--- config.mk ---
export PLATFORM = sky130hd
export DESIGN_NAME = dff_sync_pipe
export DESIGN_NICKNAME = d
export VERILOG_FILES = /design/src/rtl/dff_sync_pipe_pkg.sv /design/src/rtl/dff_sync_pipe_stage.sv /design/src/rtl/dff_sync_pipe.sv
export SDC_FILE = /design/constraint.sdc
export NUM_CORES = 1
export LEC_CHECK = 0
export BUFFER_PORTS_ARGS = -buffer_cell sky130_fd_sc_hd__buf_2
export CELL_PAD_IN_SITES_DETAIL_PLACEMENT = 0
export CELL_PAD_IN_SITES_GLOBAL_PLACEMENT = 1
export CORE_AREA = 4 4 41 43
export DETAILED_ROUTE_END_ITERATION = 16
export DIE_AREA = 0 0 45 47
export HOLD_SLACK_MARGIN = 0.12
export PLACE_DENSITY = 0.7
export SKIP_CTS_REPAIR_TIMING = 1
export SLEW_MARGIN = 25
export SYNTH_ARGS = -nofsm -noshare
export SYNTH_HDL_FRONTEND = slang
export SYNTH_SLANG_ARGS = --single-unit
--- constraint.sdc ---
create_clock -name clk_i -period 1.6 [get_ports clk_i]
set_input_delay 0.16 -clock clk_i [delete_from_list [all_inputs] [get_ports clk_i]]
set_output_delay 0.16 -clock clk_i [all_outputs]
set_load 0.1 [all_outputs]
--- src/rtl/dff_sync_pipe_pkg.sv ---
// dff_pkg: width helpers shared by the selectable register pipeline
package dff_pkg;
  function automatic int sel_w(input int n);
    return (n <= 2) ? 1 : $clog2(n);
  endfunction
  function automatic int count_w(input int depth);
    return (depth < 1) ? 1 : $clog2(depth + 1);
  endfunction
endpackage

--- src/rtl/dff_sync_pipe_stage.sv ---
// pipe_stage: one elastic register stage with valid bit, reset/flush to VAL
module pipe_stage #(
  parameter int N = 4,
  parameter logic [N-1:0] VAL = '0
) (
  input  logic         clk_i,
  input  logic         rst_i,
  input  logic         flush_i,
  input  logic         v_i,
  input  logic [N-1:0] d_i,
  input  logic         rdy_i,
  output logic         v_o,
  output logic [N-1:0] d_o,
  output logic         rdy_o
);
  logic v_q, v_d;
  logic [N-1:0] d_q, d_d;
  // accept upstream beat when empty or draining; data loads even for bubbles
  always_comb begin
    rdy_o = !v_q || rdy_i;
    v_d   = flush_i ? 1'b0 : rdy_o ? v_i : v_q;
    d_d   = flush_i ? VAL  : rdy_o ? d_i : d_q;
  end
  // state register with synchronous active-low reset
  always_ff @(posedge clk_i) begin
    if (!rst_i) begin
      v_q <= 1'b0;
      d_q <= VAL;
    end else begin
      v_q <= v_d;
      d_q <= d_d;
    end
  end
  assign v_o = v_q;
  assign d_o = d_q;
endmodule

--- src/rtl/dff_sync_pipe.sv ---
// dff_sync_pipe: source select feeding a DEPTH-stage valid/ready register pipeline
module dff_sync_pipe
  import dff_pkg::*;
#(
  parameter int N = 4,
  parameter int N_SRC = 2,
  parameter int DEPTH = 1,
  parameter logic [N-1:0] VAL = '0
) (
  input  logic                       clk_i,
  input  logic                       rst_i,
  input  logic [N_SRC-1:0][N-1:0]    data_i,
  input  logic [sel_w(N_SRC)-1:0]    sel_i,
  input  logic                       valid_i,
  output logic                       ready_o,
  input  logic                       flush_i,
  output logic [N-1:0]               y_o,
  output logic                       valid_o,
  input  logic                       ready_i,
  output logic [count_w(DEPTH)-1:0]  count_o
);
  localparam int SELW = sel_w(N_SRC);
  localparam int CW = count_w(DEPTH);
  logic [N-1:0] sel_word;
  logic [DEPTH:0] v, rdy;
  logic [DEPTH:0][N-1:0] d;
  logic in_xfer, out_xfer;
  logic [CW-1:0] count_q, count_d;
  // out-of-range indices fall through to VAL
  always_comb begin
    sel_word = VAL;
    for (int k = 0; k < N_SRC; k++) sel_word = (sel_i == SELW'(k)) ? data_i[k] : sel_word;
  end
  assign v[0]       = valid_i;
  assign d[0]       = sel_word;
  assign rdy[DEPTH] = ready_i;
  for (genvar g = 0; g < DEPTH; g++) begin : g_stage
    pipe_stage #(.N(N), .VAL(VAL)) u_stage (
      .clk_i   (clk_i),
      .rst_i   (rst_i),
      .flush_i (flush_i),
      .v_i     (v[g]),
      .d_i     (d[g]),
      .rdy_i   (rdy[g+1]),
      .v_o     (v[g+1]),
      .d_o     (d[g+1]),
      .rdy_o   (rdy[g])
    );
  end
  assign ready_o = rdy[0];
  assign valid_o = v[DEPTH];
  assign y_o     = d[DEPTH];
  // occupancy tracks transfers at both ends; flush empties it
  always_comb begin
    in_xfer  = valid_i && rdy[0];
    out_xfer = v[DEPTH] && ready_i;
    count_d  = flush_i ? '0 : count_q + CW'(in_xfer) - CW'(out_xfer);
  end
  // occupancy register
  always_ff @(posedge clk_i) begin
    if (!rst_i) count_q <= '0;
    else count_q <= count_d;
  end
  assign count_o = count_q;
endmodule

==> run metrics <==
DRT antenna net count=0; Total Neg Setup Slack=0 ns; Site Rows=13; Clock Latency Late Sink=0.24 ns; via count=263; Slew Limit Fails=0; Worst-Margin Slew=0.489 ns; Clock Pin Slew Worst Setup and Hold Paths=0.04 ns; Die Height=47 um; number of global-route vias before repair=276; Chip Width=45 um; Worst Hold Class=in -> reg; Worst Setup End Kind=primary output; maximum number of pins on one net before global-route repair=10; root buffer cell=clkbuf_4; CTS tree=yes; met3 GRT Util=0.0383; grt ovf=0; final-report setup violation count=0; gpl congestion=0.654; DR pass1 iterations=2; critical path class=reg -> out; VDD IR-drop max=0.425 mV; DR iter-0 viols=3; IO Count=21; critical path buffer and inverter count=1; f_max=799 MHz; power per cell area=994 nW/um2; Startpoint Class=flip-flop; Final Cycle Share=0.782; Post-Syn Instances=29; antenna violations before repair=0; Yosys reg bits=6; WP data required=1.44 ns; post-synth top area cell=dfxtp_1; Vias/cell=3.98; die footprint=2120 um2; Worst EP arrival=1.09 ns; met2 Usage GRT=0.0989; Lkg Pwr=0.219 nW; ant diodes=0; Slew Limit Headroom=0.676; deepest level of the CTS H-tree=1; largest cells by area after synthesis=dfxtp_1 43%, mux2i_1 14%, a211oi_1 11%; first-pass GRT wire length=1040 um; max cap viols=0; post-synthesis sequential area ratio=0.434; GRT Max-Usage Layer=met2; port bufs=20; Post-route DRC=0; grt met1 use=0.0822; synthesized area=277 um2; Synth-to-Final Area Change=47.5%; TritonCTS buffer count=3; Critical Path Fanout Max=4; fin crit period=1.25 ns; slowest CP cell=buf_2; CP top delay family=buffers and inverters; net count after synthesis=43; DR WL/cell=9.42 um; clk_skew=0.00145 ns; critical path, cell by cell=nand2b_1 -> buf_2; fraction of layout cells with a size suffix above 1=0.490; Final Hold Fails=0; Yosys cell types=12; Yosys top cell area share=0.434; clock buffer depth=2; Routed WL=622 um; Global Route Usage Sum=0.0688; Initial Util=0.212; slowest stage delay, CP=0.43 ns; Core ar.=1300 um2; Layout Nets=67; most frequent cells in the layout=20 x buf_2, 5 x dfxtp_1, 4 x mux2i_1, 4 x nor2_1, 4 x a211oi_1; Ys Warns=0; most common cell after layout, fill and taps aside=buf_2; worst hold slack=0.167 ns; CTS sink count=6; syn_area_per_cell=9.54 um2; unrepaired setup endpoints after global routing=false; status=finished clean
[layer usage]
metal  part of all wire  routed length (um)  vias to the layer above
met5                  0                   0                        -
met4                  0                   0                        0
met3               0.14                  87                        0
met2               0.39                 243                       16
met1               0.47                 290                      100
li1                   -                   -                      147
[report_power, final]
part | internal (mW) | switching, mW | total, mW
Sequential | 0.158 | 0.00398 | 0.162
Clock | 0.0845 | 0.0500 | 0.135
Combinational | 0.0290 | 0.0800 | 0.109
[layout make-up]
| type | count | area, um2 |
|---|---|---|
| fillers | 158 | 893 |
| multi-input cells | 20 | 134 |
| flip-flops and latches | 6 | 121 |
| repair buffers | 21 | 108 |
| clock buffers | 3 | 22.5 |
| well taps | 15 | 18.8 |
| inverters | 1 | 3.75 |
[registers in the layout, summed over array words and instances (netlist names)]
| signal | count |
|---|---|
| g_stage.u_stage.d_o | 4 |
| count_o | 1 |
| g_stage.u_stage.v_o | 1 |
[cells by family after synthesis]
logic type      count (synthesis)  synth area share
simple gates                    9             0.167
compound gates                  7             0.172
flops                           6             0.434
mux                             4             0.145
buf+inv                         3            0.0814
[cell usage after synthesis]
cell      count
dfxtp_1       6
a211oi_1      4
mux2i_1       4
nor2_1        4
nand2b_1      3
a21oi_1       2
a21o_1        1
buf_4         1
buf_6         1
inv_1         1
nand3_1       1
nand3b_1      1
[through the flow]
step / util / instances / power, mW / setup WS [ns] / cell area [um2]
after CTS: 0.313 / 66 / 0.415 / 0.339 / 408
after floorplan: - / 29 / 0.250 / 0.276 / 278
final: 0.313 / 66 / 0.406 / 0.348 / 408
after detailed placement: 0.296 / 63 / 0.275 / 0.606 / 385
after global placement: 0.296 / 63 / 0.274 / 0.607 / 385
after global routing: 0.313 / 66 / 0.431 / 0.292 / 408
[worst reg2reg max path, cell delays in order, from the launching register on]
cell	delay, ns
dfxtp_2	0.32
nand2b_1	0.10
buf_4	0.16
nor2_1	0.05
a211oi_1	0.19
[final timing paths]
check | start | end | slack (ns) | depth (start not counted)
max reg2reg | g_stage[0].u_stage.v_o$_SDFFE_PP0P_ | g_stage[0].u_stage.d_o[2]$_SDFFE_PP0P_ | 0.70 | 4
min | valid_i | g_stage[0].u_stage.v_o$_SDFFE_PP0P_ | 0.17 | 3
max | g_stage[0].u_stage.v_o$_SDFFE_PP0P_ | ready_o | 0.35 | 2
min reg2reg | count_o$_SDFF_PP0_ | count_o$_SDFF_PP0_ | 0.48 | 2
(Power assumes the default switching activity.)
